**src/rtl/ompss_lock_pkg.sv**
```systemverilog
// Shared constants for the multi-accelerator lock manager:
// opcodes, acknowledge values and FSM state encoding.
package ompss_lock_pkg;

    localparam logic [7:0] OP_ACQUIRE = 8'h04;
    localparam logic [7:0] OP_RELEASE = 8'h06;

    localparam logic [63:0] RESP_ACK  = 64'h1;
    localparam logic [63:0] RESP_NACK = 64'h0;

    typedef enum logic {
        ST_IDLE = 1'b0,
        ST_RESP = 1'b1
    } lock_state_e;

endpackage

```
**src/rtl/lock_owner_table.sv**
```systemverilog
// Per-lock held bit and owner id, one write port and one
// combinational read port; held bits are also exported.
module lock_owner_table #(
    parameter int NUM_LOCKS = 8,
    parameter int TW        = 4,
    parameter int IW        = 3
) (
    input  logic                 clk,
    input  logic                 rst,
    input  logic                 wr_en,
    input  logic [IW-1:0]        wr_addr,
    input  logic                 wr_held,
    input  logic [TW-1:0]        wr_owner,
    input  logic [IW-1:0]        rd_addr,
    output logic                 rd_held,
    output logic [TW-1:0]        rd_owner,
    output logic [NUM_LOCKS-1:0] held
);

    logic [NUM_LOCKS-1:0] held_q;
    logic [TW-1:0]        owner_q [NUM_LOCKS];

    // Storage update: cleared on reset, single entry written per cycle
    always_ff @(posedge clk) begin
        if (rst) begin
            held_q <= '0;
            for (int i = 0; i < NUM_LOCKS; i++) begin
                owner_q[i] <= '0;
            end
        end else if (wr_en) begin
            held_q[wr_addr]  <= wr_held;
            owner_q[wr_addr] <= wr_owner;
        end
    end

    assign rd_held  = held_q[rd_addr];
    assign rd_owner = owner_q[rd_addr];
    assign held     = held_q;

endmodule

```
**src/rtl/multi_lock_manager.sv**
```systemverilog
// Lock arbiter for accelerators: ACQUIRE/RELEASE requests on an
// input stream, grants/NACKs returned on an acknowledge stream.
module multi_lock_manager
    import ompss_lock_pkg::*;
#(
    parameter int MAX_ACCS  = 16,
    parameter int NUM_LOCKS = 8
) (
    input  logic                        aclk,
    input  logic                        rst,
    input  logic                        lock_in_tvalid,
    output logic                        lock_in_tready,
    input  logic [$clog2(MAX_ACCS)-1:0] lock_in_tid,
    input  logic [63:0]                 lock_in_tdata,
    output logic                        lock_out_tvalid,
    input  logic                        lock_out_tready,
    output logic [$clog2(MAX_ACCS)-1:0] lock_out_tdest,
    output logic [63:0]                 lock_out_tdata,
    output logic                        lock_out_tlast,
    output logic [NUM_LOCKS-1:0]        locks_held,
    output logic                        err
);

    localparam int TW = $clog2(MAX_ACCS);
    localparam int IW = (NUM_LOCKS > 1) ? $clog2(NUM_LOCKS) : 1;

    lock_state_e state_q, state_d;

    logic [7:0]    op;
    logic [7:0]    id;
    logic          id_ok;
    logic          is_acq;
    logic          is_rel;
    logic          own;
    logic          rd_held;
    logic [TW-1:0] rd_owner;

    logic          wr_en;
    logic          wr_held;
    logic          load;
    logic [63:0]   resp;
    logic          err_set;

    logic [63:0]   data_q;
    logic [TW-1:0] dest_q;
    logic          err_q;

    logic          unused_bits;

    assign op     = lock_in_tdata[7:0];
    assign id     = lock_in_tdata[15:8];
    assign id_ok  = {1'b0, id} < 9'(NUM_LOCKS);
    assign is_acq = (op == OP_ACQUIRE);
    assign is_rel = (op == OP_RELEASE);
    assign own    = rd_held && (rd_owner == lock_in_tid);

    assign unused_bits = ^lock_in_tdata[63:16];

    lock_owner_table #(
        .NUM_LOCKS (NUM_LOCKS),
        .TW        (TW),
        .IW        (IW)
    ) u_table (
        .clk      (aclk),
        .rst      (rst),
        .wr_en    (wr_en),
        .wr_addr  (id[IW-1:0]),
        .wr_held  (wr_held),
        .wr_owner (lock_in_tid),
        .rd_addr  (id[IW-1:0]),
        .rd_held  (rd_held),
        .rd_owner (rd_owner),
        .held     (locks_held)
    );

    // Ready only in IDLE and never while reset is asserted
    assign lock_in_tready  = (state_q == ST_IDLE) && !rst;
    assign lock_out_tvalid = (state_q == ST_RESP) && !rst;
    assign lock_out_tlast  = lock_out_tvalid;
    assign lock_out_tdata  = data_q;
    assign lock_out_tdest  = dest_q;
    assign err             = err_q;

    // State register
    always_ff @(posedge aclk) begin
        if (rst) begin
            state_q <= ST_IDLE;
        end else begin
            state_q <= state_d;
        end
    end

    // Request decode, table writes and next state
    always_comb begin
        state_d = state_q;
        wr_en   = 1'b0;
        wr_held = 1'b0;
        load    = 1'b0;
        resp    = RESP_NACK;
        err_set = 1'b0;
        unique case (state_q)
            ST_IDLE: begin
                if (lock_in_tvalid && lock_in_tready) begin
                    unique case (1'b1)
                        is_acq: begin
                            load    = 1'b1;
                            state_d = ST_RESP;
                            if (!id_ok) begin
                                err_set = 1'b1;
                            end else if (!rd_held) begin
                                wr_en   = 1'b1;
                                wr_held = 1'b1;
                                resp    = RESP_ACK;
                            end else if (own) begin
                                resp    = RESP_ACK;
                            end
                        end
                        is_rel: begin
                            if (id_ok && own) begin
                                wr_en = 1'b1;
                            end else begin
                                err_set = 1'b1;
                            end
                        end
                        default: begin
                            err_set = 1'b1;
                        end
                    endcase
                end
            end
            ST_RESP: begin
                if (lock_out_tready) begin
                    state_d = ST_IDLE;
                end
            end
            default: begin
                state_d = ST_IDLE;
            end
        endcase
    end

    // Response capture and sticky error flag
    always_ff @(posedge aclk) begin
        if (rst) begin
            data_q <= '0;
            dest_q <= '0;
            err_q  <= 1'b0;
        end else begin
            if (load) begin
                data_q <= resp;
                dest_q <= lock_in_tid;
            end
            err_q <= err_q | err_set;
        end
    end

endmodule

```
**config.mk**
```make
export PLATFORM = sky130hd
export DESIGN_NAME = multi_lock_manager
export DESIGN_NICKNAME = d
export VERILOG_FILES = /design/src/rtl/ompss_lock_pkg.sv /design/src/rtl/lock_owner_table.sv /design/src/rtl/multi_lock_manager.sv
export SDC_FILE = /design/constraint.sdc
export NUM_CORES = 1
export LEC_CHECK = 0
export CELL_PAD_IN_SITES_DETAIL_PLACEMENT = 0
export CELL_PAD_IN_SITES_GLOBAL_PLACEMENT = 2
export CORE_MARGIN = 4
export CORE_UTILIZATION = 23
export DETAILED_ROUTE_END_ITERATION = 16
export PLACE_DENSITY_LB_ADDON = 0.15
export SLEW_MARGIN = 40
export SYNTH_ARGS = -nofsm -noshare
export SYNTH_HDL_FRONTEND = slang
export SYNTH_HIERARCHICAL = 1
export SYNTH_SLANG_ARGS = --single-unit
```
**constraint.sdc**
```tcl
create_clock -name aclk -period 4.6 [get_ports aclk]
set_clock_uncertainty 0.1 [all_clocks]
set_input_delay 0.46 -clock aclk [delete_from_list [all_inputs] [get_ports aclk]]
set_output_delay 0.46 -clock aclk [all_outputs]
set_load 0.02 [all_outputs]
```
Yosys cells after proc, flatten, opt, wreduce, memory -nomap -nowiden
Memories as Yosys holds them, arrays and structs flattened.
Cells that the tools add are included.
W data, S select, Z words.
Cells by class
  bitwise logic cells: 2
  mux-type cells: 38
  reductions and logical operators: 8
  $lt $le $gt $ge: 3
  equal/unequal tests: 3
Operators by type and width (number)
  $mux W64: 1
  $mux W1: 29
  $eq A8 B3 Y1 const B: 2
  $bwmux W8: 1
  $lt A8 B4 Y1 const B: 1
  $logic_and A1 B1 Y1: 6
  $pmux W1 S2: 3
  $eq A4 B4 Y1: 1
  $lt A3 B4 Y1 const B: 1
  $mux W4: 1
  $reduce_or A4 Y1: 1
  $bmux W1 S3: 1
  $demux W1 S3: 1
  $ge A3 B1 Y1 const B: 1
  $mux W3: 1
  $logic_not A1 Y1: 1
  $not A1 Y1: 1
  $or A1 B1 Y1: 1
Word-level totals
  input port bits: 72
  output and inout bits: 80
  RAM bits: 32
  memories kept: 1
  flip-flop bits (word level): 78
Memories
  u_table.owner_q: words 8, width 4, rd ports 1, clocked after Yosys merged registers in 0, write ports 8, line lock_owner_table.sv:21  | logic [TW-1:0] owner_q [NUM_LOCKS];

Logic depth before layout (Yosys ltp)
Gate-level depths: netlist of the first run.
  depth after elaboration: 13
  depth in mapped cells: 11

Cells and area by module
The synthesis of the first run kept the hierarchy.
Modules (own cells, without submodules)
  lock_owner_table: cells an instance 142, instances 1, area each 1994.4 um2
  multi_lock_manager: cells an instance 110, instances 1, area each 889.6 um2

Least setup slack after synthesis of the first run
OpenSTA, ideal clock, no wires.
  kind: input port to flip-flop
  start: input lock_in_tdata[8]
  end: memory u_table.owner_q[4][0], enable pin
  arrival time: 2984 ps
  slack: 1219 ps
  cell stages on the path: 10
  required time: 4202 ps
  path buffers: 2
  cells stage by stage: buf_6 mux4_1 mux2_2 xor2_1 nor4_1 and3_1 o2111a_1 buf_2 nor4bb_1 or2_2
RTL lines
  start: declaration: line multi_lock_manager.sv:14  | input logic [63:0] lock_in_tdata,
  end: declaration: line lock_owner_table.sv:21

==> flow_summary_export.csv, run 1 <==
group,metric,value,unit
run_status,outcome,"finished clean",
critical_path,r2r_slack,1240,ps
timing,final.hold.worst_slack,383,ps
logic_synthesis,synth_edf_count,32,
power,peakVddDrop,0.121,mV
route,drt_wl_total,6.39,mm
floorplanning,fp.dieArea,0.0144,mm²
placed_design,place.detailed.instances,467,
final_layout,final-instance-count-excl-fill,475,
floorplanning,num_io_pins,152,
timing,min_period_over_period,85.5,%
timing,final_max_slew_viol_count,0,
critical_path,worstSetupStartpointType,"primary input",
critical_path,reg2reg_to,"u_table/owner_q[0][0]$_SDFFCE_PN0P_",
clock_network,htree_levels,2,
logic_synthesis,main_area_contributors_after_synthesis,"edfxtp_1 33%, buf_4 17%, dfxtp_1 10%, mux4_1 9.1%, and2_1 6.9%",
route,drt.antenna.violating_nets,0,
clock_network,cts_hold_repair.buffers,0,
timing,hold_violations,0,
clock_network,clockRootBuffer,"clkbuf_16",
global_routing,initial_antenna_violation_count,0,
route,dr.max_layer_used,"met4",
clock_network,post-cts-setup-buffer-count,0,
route,wirelength_met1,2.75,mm
placed_design,dpl.hpwl,4.87,mm
route,first_pass_iters,4,
timing,fmax,254,MHz
critical_path,rr_worst_depth,11,
global_routing,grt_remaining_overflow,0,
worst_hold_path,hold_path_class,"reg -> reg",
route,dr.first_iter.drc_count,55,
timing,finalSetupTns,0,ps
critical_path,cp_data_arrival_time,3990,ps
logic_synthesis,ys_seq_elements,47,
clock_network,ctsLongestPathBuffers,2,
timing,rsz0062_at_grt,"no",
global_routing,grt_pass1_vias,1797,
worst_hold_path,hold_path.startpoint,"err$_SDFF_PP0_",
route,routedWlPerCell,13.4,µm
floorplanning,floorplan.initialDensity,23.7,%
placed_design,routabilityCongestion,0.685,
critical_path,crit_required,4650,ps
final_layout,synthToLayoutAreaGrowth,20.6,%
route,drcViolationCount,0,
clock_network,clkTransAtPathRegs,70,ps
global_routing,grt_max_degree,25,
route,dr_total_vias,1800,
floorplanning,placementRows,40,
global_routing,grt_util_all_layers,8.88,%
logic_synthesis,post_synth_num_cell_types,38,
clock_network,clock_latency,280,ps
final_layout,antenna_cells,0,
route,avgViaCountPerCell,3.79,
route,wl_met2,3.23,mm
critical_path,critical_path.max_fanout,22,
logic_synthesis,yosys.area.top_type,"edfxtp_1",
logic_synthesis,synth_cells,252,
floorplanning,dieWidth,120,µm
run,drv.max_cap_violation_count,0,
logic_synthesis,synth_top_flop_cell,"edfxtp_1",
worst_hold_path,min_path_cells,1,
worst_hold_path,hold_path_end,"err$_SDFF_PP0_",
power,powerDensity,276,mW/mm²
clock_network,cts_buffers,5,
critical_path,cp_capture_type,"flip-flop",
final_layout,layout.nets,378,
logic_synthesis,seq_area_frac_synth,43.7,%
critical_path,critical_path.reg2reg.startpoint,"u_table/owner_q[3][1]$_SDFFCE_PN0P_",
power,power.leakage,1.42,nW
clock_network,postCtsResizedCells,0,
logic_synthesis,synth-warning-count,6,
placed_design,placement.io_buffers,40,
logic_synthesis,synth.top_cell.area_share,33.3,%
logic_synthesis,synthesis.area,0.00288,mm²
final_layout,drive_gt1_share,13.7,%
floorplanning,dieHeight,120,µm
critical_path,path_class,"in -> reg",
clock_network,numClockSinks,47,
final_layout,num-fill-cells,1270,
route,met3RoutedLength,365,µm
clock_network,cts_tree,"built",
timing,setup_viol,0,
logic_synthesis,async_set_reset_flop_share_out_of_synthesis,0,%
logic_synthesis,syn_area_per_cell,11.4,µm²
floorplanning,design.core.area,0.0122,mm²
global_routing,grt_first_pass_wirelength,9.92,mm
timing,post-route-min-period,3930,ps
[synthesized netlist by cell type (3+ instances only)]
cell,instances
buf_4,64
and2_1,32
edfxtp_1,32
nor2_1,22
dfxtp_1,15
mux2i_1,11
mux4_1,10
nand2b_1,6
mux2_2,5
buf_2,4
nand2_1,4
nor3_1,4
xor2_1,4
buf_6,3
nand4b_1,3
or2_2,3
[metrics by stage]
stage	worst slack [ps]	utilization, %	total power [mW]	area (µm²)
after detailed placement	298	27.4	0.615	3330
after global placement	373	27.4	0.615	3330
after CTS	577	28.6	0.975	3480
final	667	28.6	0.962	3480
after global routing	437	28.6	1.00	3480
after floorplan	1220	-	0.607	3120
[report_power, final]
part,leakage (nW),total (mW),switching [mW],internal [mW]
clock,0.0658,0.358,0.157,0.200
combinational,0.927,0.135,0.0876,0.0476
sequential,0.425,0.469,0.00397,0.465
total,1.42,0.962,0.249,0.713
[final cells by class]
class / instances / area [µm²] / area share, %
Clock buffer: 5 / 125 / 3.60
Timing Repair Buffer: 58 / 548 / 15.8
Tap cell: 168 / 210 / 6.04
Inverter: 2 / 7.51 / 0.216
Sequential cell: 47 / 1260 / 36.3
Multi-Input combinational cell: 192 / 1310 / 37.6
Clock inverter: 3 / 20.0 / 0.576
[worst max-delay path by stage]
stage,slack [ps],cells after the start,to,from
after global placement,370,13,u_table/owner_q[0][2]$_SDFFCE_PN0P_,lock_in_tdata[8]
final,670,13,u_table/owner_q[0][0]$_SDFFCE_PN0P_,lock_in_tdata[8]
after floorplan,1220,10,u_table/owner_q[4][0]$_SDFFCE_PN0P_,lock_in_tdata[8]
after detailed placement,300,13,u_table/owner_q[0][2]$_SDFFCE_PN0P_,lock_in_tdata[8]
after CTS,580,13,u_table/owner_q[0][2]$_SDFFCE_PN0P_,lock_in_tdata[8]
after global routing,440,12,u_table/owner_q[6][3]$_SDFFCE_PN0P_,lock_in_tdata[8]
[logic make-up (layout without fill, tap and decap cells)]
logic type / count (synthesis) / in the layout / synth area share [%]
simple gates: 91 / 91 / 18.8
other cells: 1 / 63 / 0.130
compound gates: 8 / 8 / 2.21
mux: 26 / 26 / 14.9
buf+inv: 75 / 68 / 19.0
flops: 47 / 47 / 43.7
xor+xnor: 4 / 4 / 1.21
[placed cells by master (no fill, tap or decap), types with 5 or more instances in the layout]
cell,instances
nand2b_1,6
and2_1,32
buf_4,17
mux2_2,5
mux4_1,10
clkbuf_16,5
dfxtp_1,15
nor2_1,22
conb_1,63
edfxtp_1,32
clkdlybuf4s50_1,40
mux2i_1,11
[registers in the layout, summed over array words and instances, names as in the netlist]
signal / flops
state_q: 1
u_table/held: 8
lock_out_tdata: 1
lock_out_tdest: 4
u_table/owner_q: 32
err: 1
[worst max-delay path, cell delays in order]
cell and delay, ps:
clkdlybuf4s50_1 510, buf_12 180, mux4_1 580, mux2_2 290
xor2_1 140, nor4_1 330, buf_4 200, and3_1 150
o2111a_1 270, or3b_1 430, nor3_1 170, buf_4 150
and2_1 120
[routing by layer]
layer  vias up  GRT usage (%)
met5         -              0
met2        62           15.3
met3         2           2.21
li1        867              -
met4         0           2.36
met1       869           11.0
(Power assumes the default switching activity.)
==> inputs of run 2 (changes only) <==
--- a/config.mk
+++ b/config.mk
@@ -9,8 +9,9 @@
 export CELL_PAD_IN_SITES_GLOBAL_PLACEMENT = 2
 export CORE_MARGIN = 4
 export CORE_UTILIZATION = 23
+export CTS_CLUSTER_DIAMETER = 60
 export DETAILED_ROUTE_END_ITERATION = 16
-export PLACE_DENSITY_LB_ADDON = 0.15
+export PLACE_DENSITY_LB_ADDON = 0.1
 export SLEW_MARGIN = 40
 export SYNTH_ARGS = -nofsm -noshare
 export SYNTH_HDL_FRONTEND = slang
==> run 2 against run 1 <==
Effect of this change: wire length is 1.6% higher; die area stayed put; core utilization is 0.34 points higher; sequential share of layout area is 0.43 points lower; flip-flop and latch count stayed put; total power is 6.7% higher; non-clock buffer count is 2 higher; maximum frequency is 2.0% lower; first-iteration DRC count is 40% higher; critical endpoint is now u_table/owner_q[0][2]$_SDFFCE_PN0P_; largest cell class unchanged; largest power group unchanged.
==> flow_summary_export.csv, run 2 (synthesis gave the netlist of run 1 again) <==
group,metric,value,unit
route,avgViaCountPerCell,3.76,
power,powerDensity,291,mW/mm²
route,drt_wl_total,6.49,mm
power,power.combinational.fraction,13.2,%
floorplanning,dieWidth,120,µm
clock_network,cts_tree,"built",
route,drcViolationCount,0,
critical_path,cp_capture_type,"flip-flop",
timing,setup_viol,0,
global_routing,grt_remaining_overflow,0,
clock_network,cts_hold_repair.buffers,0,
global_routing,initial_antenna_violation_count,0,
clock_network,post-cts-setup-buffer-count,0,
global_routing,grt_first_pass_wirelength,10.0,mm
timing,finalSetupTns,0,ps
global_routing,grt_pass1_vias,1785,
clock_network,postCtsResizedCells,0,
final_layout,antenna_cells,0,
final_layout,num-fill-cells,1278,
final_layout,regArea,0.00126,mm²
global_routing,grt_util_all_layers,9.04,%
critical_path,critical_path.max_fanout,22,
clock_network,clock_latency,290,ps
floorplanning,num_io_pins,152,
final_layout,number_of_flip_flops_under_the_largest_register_name,32,
clock_network,clkTransAtPathRegs,60,ps
critical_path,r2r_slack,1150,ps
timing,hold_violations,0,
critical_path,cp_data_arrival_time,3910,ps
critical_path,crit_required,4490,ps
power,power.internal,771,µW
critical_path,worstSetupStartpointType,"primary input",
final_layout,synthToLayoutAreaGrowth,22.0,%
final_layout,multi_input_comb_area,0.00131,mm²
route,first_pass_iters,4,
floorplanning,design.core.area,0.0122,mm²
placed_design,postPlaceCellArea,0.00335,mm²
global_routing,grt_max_degree,25,
clock_network,htree_levels,2,
floorplanning,floorplan.initialDensity,23.7,%
power,power.leakage,1.44,nW
final_layout,drive_gt1_share,14.2,%
power,peakVddDrop,0.132,mV
floorplanning,dieHeight,120,µm
final_layout,registers.top_by_ff_count,"u_table/owner_q",
clock_network,ctsLongestPathBuffers,2,
placed_design,dpl.hpwl,4.97,mm
timing,rsz0062_at_grt,"no",
timing,min_period_over_period,87.3,%
route,routedWlPerCell,13.6,µm
placed_design,routabilityCongestion,0.686,
power,power.net_switching,255,µW
timing,fmax,249,MHz
power,power_frac_clock,41.1,%
timing,final_max_slew_viol_count,0,
route,dr_total_vias,1792,
timing,post-route-min-period,4010,ps
final_layout,layout.cells.most_common,"conb_1",
clock_network,cts_buffers,5,
final_layout,layout.nets,380,
final_layout,final_cell_area,0.00352,mm²
placed_design,placement.io_buffers,40,
power,seq_power_share,45.7,%
run_status,outcome,"finished clean",
route,drt.antenna.violating_nets,0,
worst_hold_path,hold_path_class,"reg -> reg",
power,power.switching_fraction,24.9,%
floorplanning,placementRows,40,
final_layout,most-common-layout-cells,"63 x conb_1, 40 x clkdlybuf4s50_1, 32 x and2_1, 32 x edfxtp_1, 22 x nor2_1",
clock_network,numClockSinks,47,
floorplanning,fp.dieArea,0.0144,mm²
run,drv.max_cap_violation_count,0,
clock_network,clockRootBuffer,"clkbuf_16",
route,dr.first_iter.drc_count,77,
critical_path,path_class,"in -> reg",
run 2: changes by cell type in the layout (fill, tap and decap cells not counted), sizes merged:
cell,delta
buf,+2
bufinv,+1
clkinv,-1
clkinvlp,-1
inv,+1
run 2: stage by stage:
step / setup WS [ps] / std cells / utilization [%] / power, mW / hold WS (ps)
6_report: 586 / 477 / 28.9 / 1.03 / 377
5_1_grt: 354 / 477 / 28.9 / 1.07 / 397
4_1_cts: 512 / 477 / 28.9 / 1.04 / 382
3_5_place_dp: 238 / 469 / 27.5 / 0.616 / 360
3_3_place_gp: 265 / 469 / 27.5 / 0.615 / 355
2_1_floorplan: 1220 / 314 / - / 0.607 / 366
run 2: path summary, 6_finish.rpt:
check / start / end / cells past startpoint
max: lock_in_tdata[8] / u_table/owner_q[0][2]$_SDFFCE_PN0P_ / 12
min: err$_SDFF_PP0_ / err$_SDFF_PP0_ / 1
max reg2reg: u_table/owner_q[3][0]$_SDFFCE_PN0P_ / u_table/owner_q[0][2]$_SDFFCE_PN0P_ / 10
min reg2reg: err$_SDFF_PP0_ / err$_SDFF_PP0_ / 1
run 2: worst max-delay path, cell delays in order:
cell and delay, ps:
clkdlybuf4s50_1 500, buf_12 180, mux4_1 570, mux2_2 290, xor2_1 150, nor4_1 350, buf_4 200, and3_1 150
o2111a_1 260, buf_4 130, nor4b_1 390, or2_2 260
run 2: layout make-up:
| type | count | area share, % |
|---|---|---|
| Clock buffer | 5 | 3.55 |
| Clock inverter | 3 | 1.32 |
| Inverter | 2 | 0.213 |
| Multi-Input combinational cell | 192 | 37.1 |
| Sequential cell | 47 | 35.8 |
| Tap cell | 168 | 5.97 |
| Timing Repair Buffer | 60 | 16.0 |
run 2: power groups by stage:
stage	Clock [mW]	Sequential (mW)	Combinational, mW
after floorplan	0	0.477	0.129
after global placement	0	0.479	0.137
after detailed placement	0	0.479	0.137
after CTS	0.434	0.469	0.137
after global routing	0.452	0.470	0.146
final	0.421	0.469	0.135
run 2: layer usage:
metal  wire length (µm)  GRT usage, %  share of wire (%)
met4                101          2.86                1.6
met3                372          2.21                5.7
met1               2840          11.6                 44
met5                  0             0                  0
met2               3180          14.9                 49
